## config.mk

```make
export PLATFORM = sky130hd
export DESIGN_NAME = drm_bist_ctrl_flat
export DESIGN_NICKNAME = d
export VERILOG_FILES = /design/src/rtl/drm_bist_pkg.sv /design/src/rtl/drm_bist_if.sv /design/src/rtl/drm_bist_chk.sv /design/src/rtl/drm_bist_ctrl.sv /design/src/flat_wrapper.sv
export SDC_FILE = /design/constraint.sdc
export NUM_CORES = 1
export LEC_CHECK = 0
export CAP_MARGIN = 30
export CORE_MARGIN = 2
export CORE_UTILIZATION = 50
export CTS_CLUSTER_DIAMETER = 100
export CTS_CLUSTER_SIZE = 30
export DETAILED_ROUTE_END_ITERATION = 6
export GPL_TIMING_DRIVEN = 0
export PLACE_DENSITY = 0.79
export SYNTH_ARGS = -nofsm -noshare
export SYNTH_HDL_FRONTEND = slang
export SYNTH_SLANG_ARGS = --single-unit
export TNS_END_PERCENT = 1
```

## constraint.sdc

```tcl
create_clock -name clk -period 2.8 [get_ports clk]
set_input_delay 0.42 -clock clk [delete_from_list [all_inputs] [get_ports clk]]
set_output_delay 0.42 -clock clk [all_outputs]
set_load 0.005 [all_outputs]
```

## src/rtl/drm_bist_pkg.sv

```systemverilog
// Shared types and helpers for the DRM BIST controller.
// Contents: FSM state enum, P0/P1 march pattern functions, read-latency legality check.
package drm_bist_pkg;

  localparam int unsigned MAX_DATA_WIDTH = 1152;

  typedef enum logic [2:0] {
    ST_IDLE,
    ST_WR0,
    ST_RD0,
    ST_DRAIN0,
    ST_WR1,
    ST_RD1,
    ST_DRAIN1,
    ST_DONE
  } bist_state_e;

  // P0(a) = all-ones - a, which is ~a once a is zero-extended to the word width.
  function automatic logic [MAX_DATA_WIDTH-1:0] pat0(input logic [MAX_DATA_WIDTH-1:0] a);
    return ~a;
  endfunction

  // P1(a) = ~P0(a).
  function automatic logic [MAX_DATA_WIDTH-1:0] pat1(input logic [MAX_DATA_WIDTH-1:0] a);
    return ~pat0(a);
  endfunction

  // Only unregistered (1) or registered (2) RAM read outputs are supported.
  function automatic bit rd_latency_ok(input int unsigned lat);
    return (lat == 1) || (lat == 2);
  endfunction

endpackage

```

## src/rtl/drm_bist_if.sv

```systemverilog
// Simple-dual-port RAM port bundle driven by the BIST controller.
// master: controller side (drives write port and read address, receives read data).
// slave : RAM side.
interface drm_bist_if #(
  parameter int unsigned ADDR_WIDTH = 8,
  parameter int unsigned DATA_WIDTH = 20
);
  logic                  wr_en;
  logic [ADDR_WIDTH-1:0] wr_addr;
  logic [DATA_WIDTH-1:0] wr_data;
  logic [ADDR_WIDTH-1:0] rd_addr;
  logic [DATA_WIDTH-1:0] rd_data;

  modport master (output wr_en, wr_addr, wr_data, rd_addr, input rd_data);
  modport slave  (input wr_en, wr_addr, wr_data, rd_addr, output rd_data);
endinterface

```

## src/rtl/drm_bist_chk.sv

```systemverilog
// Read-back checker: delays expected word/address/valid by RD_LATENCY cycles,
// compares against RAM read data, keeps a saturating error count and the first failing address.
// Ports: clk, rst_n; i_clear (start of test), i_rd_vld/i_rd_addr/i_exp_data (issued read),
// i_rd_data (RAM output); o_err_cnt, o_first_err_addr (registered), o_err_seen_c (comb: any error so far incl. this cycle).
module drm_bist_chk
  import drm_bist_pkg::*;
#(
  parameter int unsigned ADDR_WIDTH    = 8,
  parameter int unsigned DATA_WIDTH    = 20,
  parameter int unsigned RD_LATENCY    = 1,
  parameter int unsigned ERR_CNT_WIDTH = 3
) (
  input  logic                     clk,
  input  logic                     rst_n,
  input  logic                     i_clear,
  input  logic                     i_rd_vld,
  input  logic [ADDR_WIDTH-1:0]    i_rd_addr,
  input  logic [DATA_WIDTH-1:0]    i_exp_data,
  input  logic [DATA_WIDTH-1:0]    i_rd_data,
  output logic [ERR_CNT_WIDTH-1:0] o_err_cnt,
  output logic [ADDR_WIDTH-1:0]    o_first_err_addr,
  output logic                     o_err_seen_c
);

  logic                     r_vld  [RD_LATENCY];
  logic [ADDR_WIDTH-1:0]    r_addr [RD_LATENCY];
  logic [DATA_WIDTH-1:0]    r_exp  [RD_LATENCY];
  logic [ERR_CNT_WIDTH-1:0] r_err_cnt;
  logic [ADDR_WIDTH-1:0]    r_first_err_addr;
  logic                     w_mismatch;

  // First pipeline stage captures the read as it is issued.
  always_ff @(posedge clk or negedge rst_n) begin
    if (!rst_n) begin
      r_vld[0]  <= 1'b0;
      r_addr[0] <= '0;
      r_exp[0]  <= '0;
    end else begin
      r_vld[0]  <= i_rd_vld;
      r_addr[0] <= i_rd_addr;
      r_exp[0]  <= i_exp_data;
    end
  end

  // Remaining stages line the expectation up with the RAM output register.
  for (genvar g = 1; g < RD_LATENCY; g++) begin : g_pipe
    always_ff @(posedge clk or negedge rst_n) begin
      if (!rst_n) begin
        r_vld[g]  <= 1'b0;
        r_addr[g] <= '0;
        r_exp[g]  <= '0;
      end else begin
        r_vld[g]  <= r_vld[g-1];
        r_addr[g] <= r_addr[g-1];
        r_exp[g]  <= r_exp[g-1];
      end
    end
  end

  assign w_mismatch   = r_vld[RD_LATENCY-1] && (i_rd_data != r_exp[RD_LATENCY-1]);
  assign o_err_seen_c = (r_err_cnt != '0) || w_mismatch;

  // Saturating count; a zero count means this mismatch is the first one.
  always_ff @(posedge clk or negedge rst_n) begin
    if (!rst_n) begin
      r_err_cnt        <= '0;
      r_first_err_addr <= '0;
    end else if (i_clear) begin
      r_err_cnt        <= '0;
      r_first_err_addr <= '0;
    end else if (w_mismatch) begin
      if (r_err_cnt == '0) r_first_err_addr <= r_addr[RD_LATENCY-1];
      if (r_err_cnt != '1) r_err_cnt <= r_err_cnt + ERR_CNT_WIDTH'(1);
    end
  end

  assign o_err_cnt        = r_err_cnt;
  assign o_first_err_addr = r_first_err_addr;

endmodule

```

## src/rtl/drm_bist_ctrl.sv

```systemverilog
// Two-pass march BIST controller for one simple-dual-port DRM instance.
// Ports: clk, rst_n, start (level, sampled in IDLE); busy, done, pass, err_cnt, first_err_addr;
// ram (master modport): wr_en/wr_addr/wr_data, rd_addr out, rd_data in.
module drm_bist_ctrl
  import drm_bist_pkg::*;
#(
  parameter int unsigned ADDR_WIDTH    = 8,
  parameter int unsigned DATA_WIDTH    = 20,
  parameter int unsigned RD_LATENCY    = 1,
  parameter int unsigned ERR_CNT_WIDTH = 3
) (
  input  logic                     clk,
  input  logic                     rst_n,
  input  logic                     start,
  output logic                     busy,
  output logic                     done,
  output logic                     pass,
  output logic [ERR_CNT_WIDTH-1:0] err_cnt,
  output logic [ADDR_WIDTH-1:0]    first_err_addr,
  drm_bist_if.master               ram
);

  if (!rd_latency_ok(RD_LATENCY)) begin : g_bad_latency
    $error("drm_bist_ctrl: RD_LATENCY must be 1 or 2");
  end

  localparam logic [ADDR_WIDTH-1:0] LAST_DRAIN = ADDR_WIDTH'(RD_LATENCY - 1);

  bist_state_e           r_state;
  logic [ADDR_WIDTH-1:0] r_addr;
  logic                  r_busy;
  logic                  r_done;
  logic                  r_pass;
  logic                  r_wr_en;
  logic [ADDR_WIDTH-1:0] r_wr_addr;
  logic [DATA_WIDTH-1:0] r_wr_data;
  logic                  r_rd_vld;
  logic [ADDR_WIDTH-1:0] r_rd_addr;

  logic                  w_launch;
  logic                  w_addr_last;
  logic                  w_drain_last;
  logic [ADDR_WIDTH-1:0] w_addr_next;
  logic [DATA_WIDTH-1:0] w_exp_data;
  logic                  w_err_seen;

  function automatic logic [DATA_WIDTH-1:0] pattern(input logic [ADDR_WIDTH-1:0] a, input logic inv);
    logic [MAX_DATA_WIDTH-1:0] w;
    w = inv ? pat1(MAX_DATA_WIDTH'(a)) : pat0(MAX_DATA_WIDTH'(a));
    return DATA_WIDTH'(w);
  endfunction

  assign w_launch     = (r_state == ST_IDLE) && start;
  assign w_addr_last  = (r_addr == '1);
  assign w_drain_last = (r_addr == LAST_DRAIN);
  assign w_addr_next  = r_addr + ADDR_WIDTH'(1);
  // Expected word tracks the read address register, so it is aligned with rd_addr.
  assign w_exp_data   = pattern(r_rd_addr, r_state == ST_RD1);

  // FSM: each transition also loads the port registers for the state being entered.
  always_ff @(posedge clk or negedge rst_n) begin
    if (!rst_n) begin
      r_state   <= ST_IDLE;
      r_addr    <= '0;
      r_busy    <= 1'b0;
      r_done    <= 1'b0;
      r_pass    <= 1'b0;
      r_wr_en   <= 1'b0;
      r_wr_addr <= '0;
      r_wr_data <= '0;
      r_rd_vld  <= 1'b0;
      r_rd_addr <= '0;
    end else begin
      r_done <= 1'b0;
      case (r_state)
        ST_IDLE: begin
          if (start) begin
            r_state   <= ST_WR0;
            r_addr    <= '0;
            r_pass    <= 1'b0;
            r_busy    <= 1'b1;
            r_wr_en   <= 1'b1;
            r_wr_addr <= '0;
            r_wr_data <= pattern('0, 1'b0);
          end
        end
        ST_WR0, ST_WR1: begin
          if (w_addr_last) begin
            r_state   <= (r_state == ST_WR0) ? ST_RD0 : ST_RD1;
            r_addr    <= '0;
            r_wr_en   <= 1'b0;
            r_wr_addr <= '0;
            r_wr_data <= '0;
            r_rd_vld  <= 1'b1;
            r_rd_addr <= '0;
          end else begin
            r_addr    <= w_addr_next;
            r_wr_addr <= w_addr_next;
            r_wr_data <= pattern(w_addr_next, r_state == ST_WR1);
          end
        end
        ST_RD0, ST_RD1: begin
          if (w_addr_last) begin
            r_state   <= (r_state == ST_RD0) ? ST_DRAIN0 : ST_DRAIN1;
            r_addr    <= '0;
            r_rd_vld  <= 1'b0;
            r_rd_addr <= '0;
          end else begin
            r_addr    <= w_addr_next;
            r_rd_addr <= w_addr_next;
          end
        end
        ST_DRAIN0: begin
          if (w_drain_last) begin
            r_state   <= ST_WR1;
            r_addr    <= '0;
            r_wr_en   <= 1'b1;
            r_wr_addr <= '0;
            r_wr_data <= pattern('0, 1'b1);
          end else begin
            r_addr <= w_addr_next;
          end
        end
        ST_DRAIN1: begin
          if (w_drain_last) begin
            // The last compare lands in this cycle, so fold it in directly.
            r_state <= ST_DONE;
            r_addr  <= '0;
            r_busy  <= 1'b0;
            r_done  <= 1'b1;
            r_pass  <= !w_err_seen;
          end else begin
            r_addr <= w_addr_next;
          end
        end
        ST_DONE: r_state <= ST_IDLE;
        default: r_state <= ST_IDLE;
      endcase
    end
  end

  drm_bist_chk #(
    .ADDR_WIDTH   (ADDR_WIDTH),
    .DATA_WIDTH   (DATA_WIDTH),
    .RD_LATENCY   (RD_LATENCY),
    .ERR_CNT_WIDTH(ERR_CNT_WIDTH)
  ) u_chk (
    .clk             (clk),
    .rst_n           (rst_n),
    .i_clear         (w_launch),
    .i_rd_vld        (r_rd_vld),
    .i_rd_addr       (r_rd_addr),
    .i_exp_data      (w_exp_data),
    .i_rd_data       (ram.rd_data),
    .o_err_cnt       (err_cnt),
    .o_first_err_addr(first_err_addr),
    .o_err_seen_c    (w_err_seen)
  );

  assign busy        = r_busy;
  assign done        = r_done;
  assign pass        = r_pass;
  assign ram.wr_en   = r_wr_en;
  assign ram.wr_addr = r_wr_addr;
  assign ram.wr_data = r_wr_data;
  assign ram.rd_addr = r_rd_addr;

endmodule

```

## src/flat_wrapper.sv

```systemverilog
// flat-port wrapper written by rule: the top's interface ports become plain ports
module drm_bist_ctrl_flat import drm_bist_pkg::*;
#(
  parameter int unsigned ADDR_WIDTH    = 8,
  parameter int unsigned DATA_WIDTH    = 20,
  parameter int unsigned RD_LATENCY    = 1,
  parameter int unsigned ERR_CNT_WIDTH = 3
)
  (clk, rst_n, start, busy, done, pass, err_cnt, first_err_addr, ram_wr_en, ram_wr_addr, ram_wr_data, ram_rd_addr, ram_rd_data);
  drm_bist_if #(.ADDR_WIDTH(ADDR_WIDTH), .DATA_WIDTH(DATA_WIDTH)) ram_i ();
  input  logic clk;
  input  logic rst_n;
  input  logic start;
  output logic busy;
  output logic done;
  output logic pass;
  output logic [ERR_CNT_WIDTH-1:0] err_cnt;
  output logic [ADDR_WIDTH-1:0] first_err_addr;
  output wire logic [$bits(ram_i.wr_en)-1:0] ram_wr_en;
  output wire logic [$bits(ram_i.wr_addr)-1:0] ram_wr_addr;
  output wire logic [$bits(ram_i.wr_data)-1:0] ram_wr_data;
  output wire logic [$bits(ram_i.rd_addr)-1:0] ram_rd_addr;
  input wire logic [$bits(ram_i.rd_data)-1:0] ram_rd_data;
  assign ram_wr_en = ram_i.wr_en;
  assign ram_wr_addr = ram_i.wr_addr;
  assign ram_wr_data = ram_i.wr_data;
  assign ram_rd_addr = ram_i.rd_addr;
  assign ram_i.rd_data = ram_rd_data;
  drm_bist_ctrl #(.ADDR_WIDTH(ADDR_WIDTH), .DATA_WIDTH(DATA_WIDTH), .RD_LATENCY(RD_LATENCY), .ERR_CNT_WIDTH(ERR_CNT_WIDTH)) u_core (.clk(clk), .rst_n(rst_n), .start(start), .busy(busy), .done(done), .pass(pass), .err_cnt(err_cnt), .first_err_addr(first_err_addr), .ram(ram_i));
endmodule
```

==> results of run 1 <==
-- where the power goes --
part,total [mW],switching [mW],internal (mW)
Sequential,1.74,0.337,1.40
Clock,0.941,0.410,0.532
Combinational,1.83,0.823,1.00
-- worst max path at each step --
stage | end | slack [ns] | cells past startpoint
global placement | u_core.ram.wr_data[3] | -0.99 | 1
finish | u_core.ram.wr_data[5] | 0.12 | 8
CTS | u_core.ram.wr_data[5] | 0.06 | 8
detailed placement | u_core.u_chk.o_first_err_addr[1] | 0.07 | 7
global route | u_core.r_addr[2] | -0.06 | 8
floorplan | u_core.ram.wr_data[4] | 0.42 | 9
-- metal layers --
layer  wire [um]  GRT usage, %  vias up
met5           0             0        -
li1            -             -     1431
met2        3960          36.2      106
met4         158          10.1        0
met3         561          4.71       13
met1        3700          31.0     1438
-- registers in the layout, indices dropped and copies added (netlist names), 8 cells and up --
signal	flops
u_core.ram.rd_addr	8
u_core.u_chk.r_exp	9
u_core.ram.wr_addr	8
u_core.u_chk.o_first_err_addr	8
u_core.u_chk.r_addr	8
u_core.ram.wr_data	9
u_core.r_addr	8
-- cell type report --
| cell class | instances | area, sq um | share of cell area [%] |
|---|---|---|---|
| plain buffers | 28 | 170 | 3.70 |
| inverters | 13 | 48.8 | 1.06 |
| clock inverters | 6 | 93.8 | 2.04 |
| well taps | 96 | 120 | 2.61 |
| flip-flops and latches | 70 | 1750 | 38.1 |
| clock buffers | 10 | 138 | 2.99 |
| multi-input cells | 251 | 1540 | 33.6 |
| repair buffers | 73 | 728 | 15.8 |
-- kinds of logic (layout without fill, tap and decap cells) --
group,after synthesis,count (layout),synth area share [%]
muxes,3,3,0.854
AOI/OAI and AO/OA,102,102,19.4
buffers and inverters,41,130,6.23
DFF,70,70,49.8
and+or+nand+nor,115,115,15.4
xor gates and xnor gates,25,25,6.23
adders and majority gates,6,6,2.06
-- critical path, cell delays in order (launching register included) --
cell and delay, ns:
dfrtp_2 0.48, inv_2 0.10, ha_1 0.14, or4b_4 0.46
nor4_4 0.39, nand2_2 0.14, a221oi_4 0.49, o31ai_1 0.15
o22a_1 0.19
-- synth_stat cells, types with 2 or more instances --
cell type and instances:
nand2_1 64, xor2_1 18, mux2i_1 3, a31oi_1 2, xnor2_1 7, a221oi_1 2
nor2b_1 2, and3_1 2, o22ai_1 3, o21ai_1 8, o21ai_0 37, a21o_1 5
and4_1 2, and2_1 3, a22oi_1 6, dfrtp_1 70, ha_1 5, clkbuf_1 12
nand3_1 3, nand4_1 6, o31ai_1 3, o22a_1 3, a21oi_1 10, nor4_1 3
nor3_1 3, nor2_1 17, o211ai_1 3, inv_1 13, buf_4 11, nand2b_1 3
a22o_1 11, buf_6 3
-- stage by stage --
stage / hold WS [ns] / TNS [ns] / worst slack [ns] / area [sq um] / power [mW]
final: 0.182 / 0 / 0.122 / 4600 / 4.51
after CTS: 0.219 / 0 / 0.0564 / 4590 / 4.52
after global placement: 0.388 / -68.80 / -0.987 / 4370 / 3.51
after global routing: 0.272 / -0.101 / -0.0555 / 4600 / 4.81
after detailed placement: 0.392 / 0 / 0.0702 / 4360 / 3.57
after floorplan: 0.124 / 0 / 0.419 / 3510 / 2.68
==> impl_metrics.env, run 1 <==
export IMPL_htreeDepth=3
export IMPL_wl_um=8380
export IMPL_cts_resized=0
export IMPL_postCtsSetupBuffers=0
export IMPL_cts_buffer_depth=2
export IMPL_globalRouteTotalUtil_pct=23.0
export IMPL_numPortBuffers=73
export IMPL_area_growth_pct=30.8
export IMPL_ys_warn_count=0
export IMPL_status="complete, no violations"
export IMPL_nFillCells=539
export IMPL_dp_hpwl_um=5860
export IMPL_diodes=0
export IMPL_fin_crit_ns=2.68
export IMPL_rsz0062_at_grt="yes"
export IMPL_routedWlPerCell_um=15.3
export IMPL_dr_total_vias=2988
export IMPL_final_util_pct=67.6
export IMPL_worstReg2RegStart="u_core.r_addr[0]"
export IMPL_hp_class="in2async"
export IMPL_rows=30
export IMPL_finalMaxSlewViolations=0
export IMPL_dr_pass1_iters=5
export IMPL_numCtsBuffers=9
export IMPL_reg2reg_slack_ns=0.12
export IMPL_min_period_over_period_pct=95.6
export IMPL_required_ns=3.03
export IMPL_yosysTopAreaCell="dfrtp_1"
export IMPL_cts_root_buf="clkbuf_8"
export IMPL_drc=0
export IMPL_path_clk_slew_ns=0.08
export IMPL_vdd_drop_max_mv=0.611
export IMPL_slew_headroom_pct=28.9
export IMPL_async_flop_share_pct=100
export IMPL_clock_skew_ns=0.0103
export IMPL_hold_viol_final=0
export IMPL_synthTopCellsByArea="dfrtp_1, nand2_1, o21ai_0"
export IMPL_drt_iter0_markers=210
export IMPL_syn_nets=390
export IMPL_final_cells=547
export IMPL_cp_end_kind="register"
export IMPL_critPathArrivalTime_ns=2.91
export IMPL_seq_area_frac_synth_pct=49.8
export IMPL_worstSetupPathType="reg2reg"
export IMPL_synthesis_area_sq_mm=0.00351
export IMPL_ys_flop_type="dfrtp_1"
export IMPL_synth_edf_count=0
export IMPL_final_cell_mix="clkdlybuf4s50_1, dfrtp_1, nand2_1"
export IMPL_ys_types=51
export IMPL_setup_viol=0
export IMPL_tritoncts="done"
export IMPL_initial_core_util_pct=51.7
export IMPL_p_leak_nw=1.97
export IMPL_maxCapViolCount=0
export IMPL_synth_top_area_share_pct=49.8
export IMPL_start_kind="register"
export IMPL_nNetsFinal=474
export IMPL_dp_cells=531
export IMPL_worst_path_max_fanout=10
export IMPL_io_pins=74
export IMPL_antenna_found_initial=0
export IMPL_final_common_cell="clkdlybuf4s50_1"
export IMPL_clock_latency_ns=0.35
export IMPL_grt_max_degree=71
export IMPL_via_per_inst=5.46
export IMPL_r2r_worst_path_cells=8
export IMPL_p_per_area_mw_per_mm2=981
export IMPL_grt_pass1_vias=2866
export IMPL_die_area_sq_mm=0.00772
export IMPL_crit_path_start="u_core.r_addr[0]"
export IMPL_r2r_end="u_core.ram.wr_data[5]"
export IMPL_gp_congestion=0.926
export IMPL_synthCells=362
export IMPL_drtAntennaViolNets=0
export IMPL_cts_sinks=70
export IMPL_syn_area_per_cell_sq_um=9.71
export IMPL_tightest_slew_ns=1.06
export IMPL_die_width_um=87.8
export IMPL_die_h_um=87.8
export IMPL_gr_total_overflow=0
export IMPL_cts_hold_buffers=0
export IMPL_coreArea_sq_mm=0.00679
export IMPL_synth_seq_cells=70
export IMPL_grt_pass1_wl_um=13700
export IMPL_drive_gt1_share_pct=9.09
export IMPL_fmax_mhz=373
Power figures use the tool's default switching activity.
==> inputs of run 2 (changes only) <==
ABC_CLOCK_PERIOD_IN_PS = 2800   (was not set)
==> results of run 2 <==
No change in the layout: final DEF, timing and power equal those of run 1.
==> inputs of run 3 (changes only) <==
CELL_PAD_IN_SITES_DETAIL_PLACEMENT = 1   (was not set)
CELL_PAD_IN_SITES_GLOBAL_PLACEMENT = 1   (was not set)
CORE_UTILIZATION = 39   (was 50)
PLACE_DENSITY = not set   (was 0.79)
PLACE_DENSITY_LB_ADDON = 0.1   (was not set)
==> run 3 against run 2 <==
Compared with the run above: sequential share of layout area down 0.44 points; highest routed layer unchanged; setup slack lost 0.049 ns; sequential power hardly changed.
==> impl_metrics.env, run 3 (synthesis results as in run 1) <==
export IMPL_status="complete, no violations"
export IMPL_cts_sinks=70
export IMPL_antenna_found_initial=0
export IMPL_setup_viol=0
export IMPL_dp_cells=544
export IMPL_dp_slack_ns=0.000483
export IMPL_hold_slack_ns=0.168
export IMPL_fin_ws_ns=0.0735
export IMPL_multi_input_area_sq_mm=0.00156
export IMPL_die_width_um=98.9
export IMPL_grt_max_degree=71
export IMPL_gp_congestion=0.879
export IMPL_vdd_drop_max_mv=0.537
export IMPL_io_pins=74
export IMPL_tightest_slew_ns=0.888
export IMPL_via_per_inst=5.28
export IMPL_r2r_worst_path_cells=8
export IMPL_dp_hpwl_um=6940
export IMPL_drtAntennaViolNets=0
export IMPL_final_area_sq_mm=0.00465
export IMPL_worst_path_max_fanout=10
export IMPL_grt_pass1_wl_um=16200
export IMPL_numPortBuffers=73
export IMPL_nNetsFinal=475
export IMPL_finalPower_mw=4.65
export IMPL_r2r_end="u_core.ram.wr_data[5]"
export IMPL_drive_gt1_share_pct=9.96
export IMPL_fin_crit_ns=2.73
export IMPL_dr_pass1_iters=4
export IMPL_p_leak_nw=1.98
export IMPL_finalMaxSlewViolations=0
export IMPL_grt_pass1_vias=3163
export IMPL_initial_core_util_pct=40.3
export IMPL_regArea_sq_mm=0.00175
export IMPL_cts_root_buf="clkbuf_8"
export IMPL_fmax_mhz=367
export IMPL_p_per_area_mw_per_mm2=1000
export IMPL_critPathArrivalTime_ns=2.97
export IMPL_die_h_um=98.9
export IMPL_postCtsSetupBuffers=0
export IMPL_cp_end_kind="register"
export IMPL_drc=0
export IMPL_final_cells=560
export IMPL_tns_ns=0
export IMPL_globalRouteTotalUtil_pct=21.1
export IMPL_reg2reg_slack_ns=0.07
export IMPL_die_area_sq_mm=0.00979
export IMPL_rsz0062_at_grt="yes"
export IMPL_htreeDepth=3
export IMPL_slew_headroom_pct=40.8
export IMPL_numCtsBuffers=9
export IMPL_rows=34
export IMPL_wl_um=9820
export IMPL_area_growth_pct=32.3
export IMPL_drt_iter0_markers=137
export IMPL_start_kind="register"
export IMPL_maxCapViolCount=0
export IMPL_worstReg2RegStart="u_core.r_addr[0]"
export IMPL_tritoncts="done"
export IMPL_nFillCells=982
export IMPL_clock_latency_ns=0.36
export IMPL_diodes=0
export IMPL_routedWlPerCell_um=17.5
export IMPL_final_common_cell="clkdlybuf4s50_1"
export IMPL_post_dp_cell_area_sq_mm=0.00438
export IMPL_min_period_over_period_pct=97.4
export IMPL_hp_class="in2async"
export IMPL_final_cell_mix="clkdlybuf4s50_1, dfrtp_1, nand2_1"
export IMPL_required_ns=3.04
export IMPL_gr_total_overflow=0
export IMPL_clock_skew_ns=0.0155
export IMPL_hold_viol_final=0
export IMPL_path_clk_slew_ns=0.09
export IMPL_dr_total_vias=2955
export IMPL_final_util_pct=53.3
export IMPL_worstSetupPathType="reg2reg"
export IMPL_cts_buffer_depth=2
export IMPL_coreArea_sq_mm=0.00872
run 3: changes by cell type in the layout (fill, tap and decap cells not counted), sizes merged:
cell	previous run	this run
buf	17	18
bufinv	2	3
clkbuf	22	21
clkinv	2	3
clkinvlp	1	0
run 3: worst max path at each step:
stage	start	to	slack [ns]	cells past startpoint
floorplan	u_core.r_addr[0]	u_core.ram.wr_data[4]	0.42	9
global placement	rst_n	u_core.ram.wr_data[7]	-1.11	1
detailed placement	u_core.r_addr[0]	u_core.r_addr[5]	0.0005	8
CTS	u_core.r_addr[0]	u_core.r_addr[5]	-0.02	8
global route	u_core.r_addr[0]	u_core.ram.wr_data[5]	-0.14	8
finish	u_core.r_addr[0]	u_core.ram.wr_data[5]	0.07	8
run 3: timing repair:
item | in CTS | in global routing
hold buffers | 0 | 0
setup endpoints to repair | 2 | 23
gates resized for setup | 0 | 7
pin swaps | 0 | 1
run 3: worst max-delay path: stages (launching register included):
cell,delay (ns)
dfrtp_2,0.50
inv_2,0.11
ha_1,0.13
or4b_4,0.47
nor4_4,0.44
nand2_2,0.15
a221oi_4,0.49
o31ai_1,0.14
o22a_1,0.19
run 3: power by group:
| group | total [mW] | internal, mW | switching [mW] |
|---|---|---|---|
| registers | 1.75 | 1.40 | 0.349 |
| clock network | 1.02 | 0.596 | 0.421 |
| logic | 1.88 | 1.01 | 0.869 |
run 3: layer usage:
layer,vias up,GRT usage [%],routed length (um)
li1,1426,-,-
met1,1461,27.8,4490
met2,56,35.6,4830
met3,12,4.11,372
met4,0,5.69,121
met5,-,0,0
run 3: area by class of cell:
cell class	instances	share of cell area, %
clock buffers	9	2.66
repair buffers	74	15.8
inverters	13	1.05
multi-input cells	251	33.6
plain buffers	28	3.74
well taps	108	2.91
clock inverters	7	2.61
flip-flops and latches	70	37.7
